File: config.mk
export PLATFORM = sky130hd
export DESIGN_NAME = clk_period_meter
export DESIGN_NICKNAME = d
export VERILOG_FILES = /design/src/rtl/clk_period_meter.sv
export SDC_FILE = /design/constraint.sdc
export NUM_CORES = 1
export LEC_CHECK = 0
export CORE_MARGIN = 4
export CORE_UTILIZATION = 45
export CTS_CLUSTER_SIZE = 14
export DETAILED_ROUTE_END_ITERATION = 10
export PLACE_DENSITY_LB_ADDON = 0.12
export SYNTH_ARGS = -nofsm -noshare
export SYNTH_HDL_FRONTEND = slang
export SYNTH_SLANG_ARGS = --single-unit
File: constraint.sdc
create_clock -name clk_in -period 2.4 [get_ports clk_in]
set_input_delay 0.48 -clock clk_in [delete_from_list [all_inputs] [get_ports clk_in]]
set_output_delay 0.48 -clock clk_in [all_outputs]
set_load 0.005 [all_outputs]
File: src/rtl/clk_period_meter.sv
// clk_period_meter: measures period and high time of a slow input against clk_in.
// Optional min/max period tracking is enabled with `define CLK_METER_MINMAX_EN.
module clk_period_meter #(
    parameter int unsigned CNT_W    = 16,
    parameter int unsigned EXP_DIV  = 10,
    parameter int unsigned TOL      = 0,
    parameter int unsigned LOCK_CNT = 4
) (
    input  logic             clk_in,
    input  logic             rst,
    input  logic             sig_in,
    output logic [CNT_W-1:0] period,
    output logic [CNT_W-1:0] high_time,
    output logic             meas_valid,
    output logic             locked,
    output logic             overflow,
    output logic [CNT_W-1:0] min_period,
    output logic [CNT_W-1:0] max_period
);

    localparam int unsigned MC_W = $clog2(LOCK_CNT + 1);

    localparam logic [CNT_W-1:0] CNT_MAX = '1;
    localparam logic [CNT_W-1:0] CNT_ONE = CNT_W'(1);
    localparam logic [MC_W-1:0]  LOCK_M  = MC_W'(LOCK_CNT);
    localparam logic [MC_W-1:0]  MC_ONE  = MC_W'(1);

    localparam logic signed [CNT_W:0] EXP_S = (CNT_W+1)'(EXP_DIV);
    localparam logic signed [CNT_W:0] TOL_S = (CNT_W+1)'(TOL);

    typedef enum logic {
        IDLE,
        MEASURE
    } state_t;

    state_t state_q;

    logic             sync1_q;
    logic             sync2_q;
    logic             prev_q;
    logic             rise;
    logic             fall;

    logic [CNT_W-1:0] cnt_q;
    logic [CNT_W-1:0] period_q;
    logic [CNT_W-1:0] high_q;
    logic             meas_valid_q;
    logic             locked_q;
    logic             overflow_q;
    logic [MC_W-1:0]  mcnt_q;

    logic signed [CNT_W:0] diff_d;
    logic signed [CNT_W:0] adiff_d;
    logic                  match_d;
    logic [MC_W-1:0]       mcnt_d;
    logic                  meas_d;

    assign rise   = sync2_q & ~prev_q;
    assign fall   = ~sync2_q & prev_q;
    assign meas_d = (state_q == MEASURE) & rise;

    // Two-flop synchroniser followed by the edge-detect register
    always_ff @(posedge clk_in) begin
        if (rst) begin
            sync1_q <= 1'b0;
            sync2_q <= 1'b0;
            prev_q  <= 1'b0;
        end else begin
            sync1_q <= sig_in;
            sync2_q <= sync1_q;
            prev_q  <= sync2_q;
        end
    end

    // Lock match test on the period about to be published
    always_comb begin
        diff_d  = $signed({1'b0, cnt_q}) - EXP_S;
        adiff_d = (diff_d < 0) ? -diff_d : diff_d;
        match_d = (adiff_d <= TOL_S);
        mcnt_d  = (mcnt_q == LOCK_M) ? mcnt_q : mcnt_q + MC_ONE;
    end

    // Measurement FSM with registered results and lock tracking
    always_ff @(posedge clk_in) begin
        if (rst) begin
            state_q      <= IDLE;
            cnt_q        <= '0;
            period_q     <= '0;
            high_q       <= '0;
            meas_valid_q <= 1'b0;
            locked_q     <= 1'b0;
            overflow_q   <= 1'b0;
            mcnt_q       <= '0;
        end else begin
            meas_valid_q <= 1'b0;
            unique case (state_q)
                IDLE: begin
                    if (rise) begin
                        cnt_q   <= CNT_ONE;
                        state_q <= MEASURE;
                    end
                end
                MEASURE: begin
                    if (meas_d) begin
                        period_q     <= cnt_q;
                        meas_valid_q <= 1'b1;
                        cnt_q        <= CNT_ONE;
                        if (match_d) begin
                            mcnt_q   <= mcnt_d;
                            locked_q <= (mcnt_d == LOCK_M);
                        end else begin
                            mcnt_q   <= '0;
                            locked_q <= 1'b0;
                        end
                    end else if (cnt_q == CNT_MAX) begin
                        // Saturated: results hold, re-arm on a later rise
                        overflow_q <= 1'b1;
                        locked_q   <= 1'b0;
                        mcnt_q     <= '0;
                        state_q    <= IDLE;
                    end else begin
                        cnt_q <= cnt_q + CNT_ONE;
                        if (fall) begin
                            high_q <= cnt_q;
                        end
                    end
                end
                default: state_q <= IDLE;
            endcase
        end
    end

    assign period     = period_q;
    assign high_time  = high_q;
    assign meas_valid = meas_valid_q;
    assign locked     = locked_q;
    assign overflow   = overflow_q;

`ifdef CLK_METER_MINMAX_EN
    logic [CNT_W-1:0] min_q;
    logic [CNT_W-1:0] max_q;

    // Extremes of every published period since reset
    always_ff @(posedge clk_in) begin
        if (rst) begin
            min_q <= '1;
            max_q <= '0;
        end else if (meas_d) begin
            if (cnt_q < min_q) begin
                min_q <= cnt_q;
            end
            if (cnt_q > max_q) begin
                max_q <= cnt_q;
            end
        end
    end

    assign min_period = min_q;
    assign max_period = max_q;
`else
    assign min_period = '0;
    assign max_period = '0;
`endif

endmodule

==> flow_summary.yaml, run 1 <==
clocking:
  clkSinkCount: 58
  cts-root-buf: "clkbuf_8"
  htree_levels: 3
  cts_tree: "built"
  clockBufferDepth: 2
  clk_pin_slew_ns: 0.06
  ctsHoldBuffers: 0
  clock_latency_ns: 0.33
  cts_buffers: 9
floorplan:
  core_sq_um: 6386
  die_w_um: 89.20
  start_util_pct: 46.45
  die_h_um: 89.20
  dieArea_sq_um: 7956
  fp-row-count: 29
  io_pins: 70
critical_path:
  cp_top_family: "simple AND/OR/NAND/NOR gates"
  cp-start-kind: "register"
  worst_ep_arrival_time_ns: 2.46
  ff2ff_setup_slack_ns: 0.15
  critPathMaxStageDelay_ns: 0.54
  crit_fanout: 10
  rr_worst_depth: 7
  r2r-start: "cnt_q[4]$_SDFFE_PP0P_"
  worstSetupPathType: "register to register"
  r2r_end: "high_time[7]$_SDFFE_PP0P_"
  slowest_stage: "dfxtp_1"
  critPathCaptureType: "register"
  critical_path.n_buffers_inverters: 1
  path_cells: "and4_1 -> nand3_1 -> o31a_1 -> nand3b_1 -> buf_4 -> mux2i_1 -> nor2_1"
  crit_required_ns: 2.61
timing:
  min_period_over_period_pct: 93.71
  min_period_ns: 2.249
  slew_viol_final: 0
  setup_tns_ns: 0
  finClkSkew_ns: 0.004071
  rsz0062_at_grt: "no"
  holdWs_ns: 0.4439
  fmax_mhz: 444.6
  setup_viol: 0
  setup_ws_ns: 0.1510
  hold_viol: 0
power_and_ir_drop:
  intPower_mw: 1.603
  clkPwrFrac_pct: 48.5
  leakagePower_nw: 1.417
  switchingPower_uw: 446.1
  netSwitchingFraction_pct: 21.77
  vdd_ir_drop_max_v: 0.0004296
  powerDensity_nw_per_um2: 565.8
  seqPwrFrac_pct: 47.5
  power.total_mw: 2.049
  pwr-share-comb_pct: 4.0
routing:
  post-route-drc-count: 0
  via_count: 2421
  drt-total-wl_um: 6608
  routedWlPerCell_um: 13.51
  drtIter0Drc: 178
  ant_nets: 0
  firstDrtPassIters: 4
  via_per_inst: 4.951
yosys:
  synthesis.area_sq_um: 2967
  synth_cell_type_count: 48
  synth.avg_cell_area_sq_um: 8.263
  synthCells: 359
  yosys_register_bits: 58
  synthFlopType: "dfxtp_1"
  synth-async-reset-ratio_pct: 0
  ys_warn_count: 0
  synth-edff-count: 0
  ys_seq_area_share_pct: 39.14
run_status:
  status: "completed"
cells_and_area:
  antenna-diode-count: 0
  drive_above_1_share_pct: 12.38
  mostFrequentLayoutCells: "dfxtp_1 (57), nor2_1 (53), nand2_1 (45), clkdlybuf4s50_1 (37), conb_1 (32)"
  areaGrowthSynthToFinish_pct: 22.10
  final_util_pct: 56.72
  layout_commonest_cell: "dfxtp_1"
  fin_cells: 489
  design_area_sq_um: 3622
  nets: 417
placement:
  hpwl_um: 4709
  place_area_sq_um: 3385
  gp_congestion: 0.8798
  port_buffers: 37
  dp_slack_ns: 0.02469
  dpl.cell_count: 472
global_route:
  busiest_layer: "met2"
  overflow: 0
  met2_usage_pct: 25.45
  grt_start_max_net_pins: 44
  grt_pass1_wl_um: 10700
  use_met1_pct: 24.90
  antenna_found_initial: 0
  gr-usage-met3_pct: 3.410
  grt_pass1_vias: 2186
  grt_usage_pct: 17.74
min_path:
  min_from: "sync1_q$_SDFF_PP0_"
  whs_path_depth: 1
  hold_end: "sync2_q$_SDFF_PP0_"
  hold_path_class: "register to register"
run:
  cap_violations: 0
[flip-flops by register name (all words and copies together) (netlist names), 3 cells and up]
signal and cells:
cnt_q 16, high_time 16, mcnt_q 3, period 16
[final cells by class]
type                            count  area [sq um]
Clock buffer                       11         141.4
Clock inverter                      5         77.57
Fill cell                         613          2764
Inverter                            8         30.03
Multi-Input combinational cell    269          1564
Sequential cell                    58          1162
Tap cell                           77         96.34
Timing Repair Buffer               61         550.5
[routing by layer]
metal	up-vias	wire length, um
met5	-	0
met4	0	183
met3	14	353
met2	70	2807
met1	1106	3264
li1	1231	-
[power by group through the flow]
stage / Combinational [mW] / Sequential (mW) / Clock [mW]
final: 0.0818 / 0.973 / 0.994
after floorplan: 0.0904 / 0.997 / 0
after detailed placement: 0.0804 / 0.995 / 0
after CTS: 0.0809 / 0.973 / 1.02
after global routing: 0.0943 / 0.974 / 1.06
after global placement: 0.0804 / 0.994 / 0
[worst max-delay path by stage]
stage | start | endpoint | slack [ns] | cells past startpoint
CTS | cnt_q[1]$_SDFFE_PP0P_ | mcnt_q[0]$_SDFFE_PP0P_ | 0.02 | 9
floorplan | cnt_q[1]$_SDFFE_PP0P_ | mcnt_q[2]$_SDFFE_PP0P_ | 0.08 | 9
global placement | cnt_q[1]$_SDFFE_PP0P_ | mcnt_q[0]$_SDFFE_PP0P_ | 0.06 | 9
finish | cnt_q[4]$_SDFFE_PP0P_ | high_time[7]$_SDFFE_PP0P_ | 0.15 | 7
global route | cnt_q[4]$_SDFFE_PP0P_ | cnt_q[5]$_SDFFE_PP0P_ | 0.0003 | 7
detailed placement | cnt_q[1]$_SDFFE_PP0P_ | mcnt_q[0]$_SDFFE_PP0P_ | 0.02 | 9
[cell usage after synthesis (all sizes together) (7+ instances only)]
| cell type | count | area [sq um] |
|---|---|---|
| clkbuf | 16 | 60.06 |
| nor4 | 7 | 58.81 |
| nand2b | 7 | 43.79 |
| inv | 8 | 30.03 |
| ha | 7 | 87.58 |
| nor3 | 7 | 40.04 |
| xnor2 | 13 | 113.9 |
| nor2 | 53 | 198.9 |
| a21oi | 28 | 143.9 |
| dfxtp | 58 | 1161 |
| nand2 | 45 | 168.9 |
| mux2i | 11 | 110.1 |
| buf | 39 | 277.8 |
[repair_timing]
action / 4_1_cts / 5_1_grt
setup buffers: 0 / 1
gates resized for setup: 0 / 4
endpoints found under the setup margin: 0 / 4
[logic make-up after synthesis]
kind of cell / share of synthesized area, %
multiplexers: 4.091
buffers and inverters: 12.40
adder cells (fa/ha/maj): 2.952
AND/OR/NAND/NOR: 23.91
AO/OA/AOI/OAI: 11.77
flip-flops: 39.14
other: 0.1264
XOR/XNOR: 5.609
No activity file was read; power rests on OpenSTA's default activity.
==> inputs of run 2 (changes only) <==
--- a/config.mk
+++ b/config.mk
@@ -9,6 +9,7 @@
 export CORE_UTILIZATION = 45
 export CTS_CLUSTER_SIZE = 14
 export DETAILED_ROUTE_END_ITERATION = 10
+export HOLD_SLACK_MARGIN = 0.03
 export PLACE_DENSITY_LB_ADDON = 0.12
 export SYNTH_ARGS = -nofsm -noshare
 export SYNTH_HDL_FRONTEND = slang
==> results of run 2 <==
No change in the layout: final DEF, timing and power equal those of run 1.
==> inputs of run 3 (changes only) <==
--- a/config.mk
+++ b/config.mk
@@ -11,6 +11,7 @@
 export DETAILED_ROUTE_END_ITERATION = 10
 export HOLD_SLACK_MARGIN = 0.03
 export PLACE_DENSITY_LB_ADDON = 0.12
+export SLEW_MARGIN = 20
 export SYNTH_ARGS = -nofsm -noshare
 export SYNTH_HDL_FRONTEND = slang
 export SYNTH_SLANG_ARGS = --single-unit
==> results of run 3 <==
No change in the layout: final DEF, timing and power equal those of run 1.
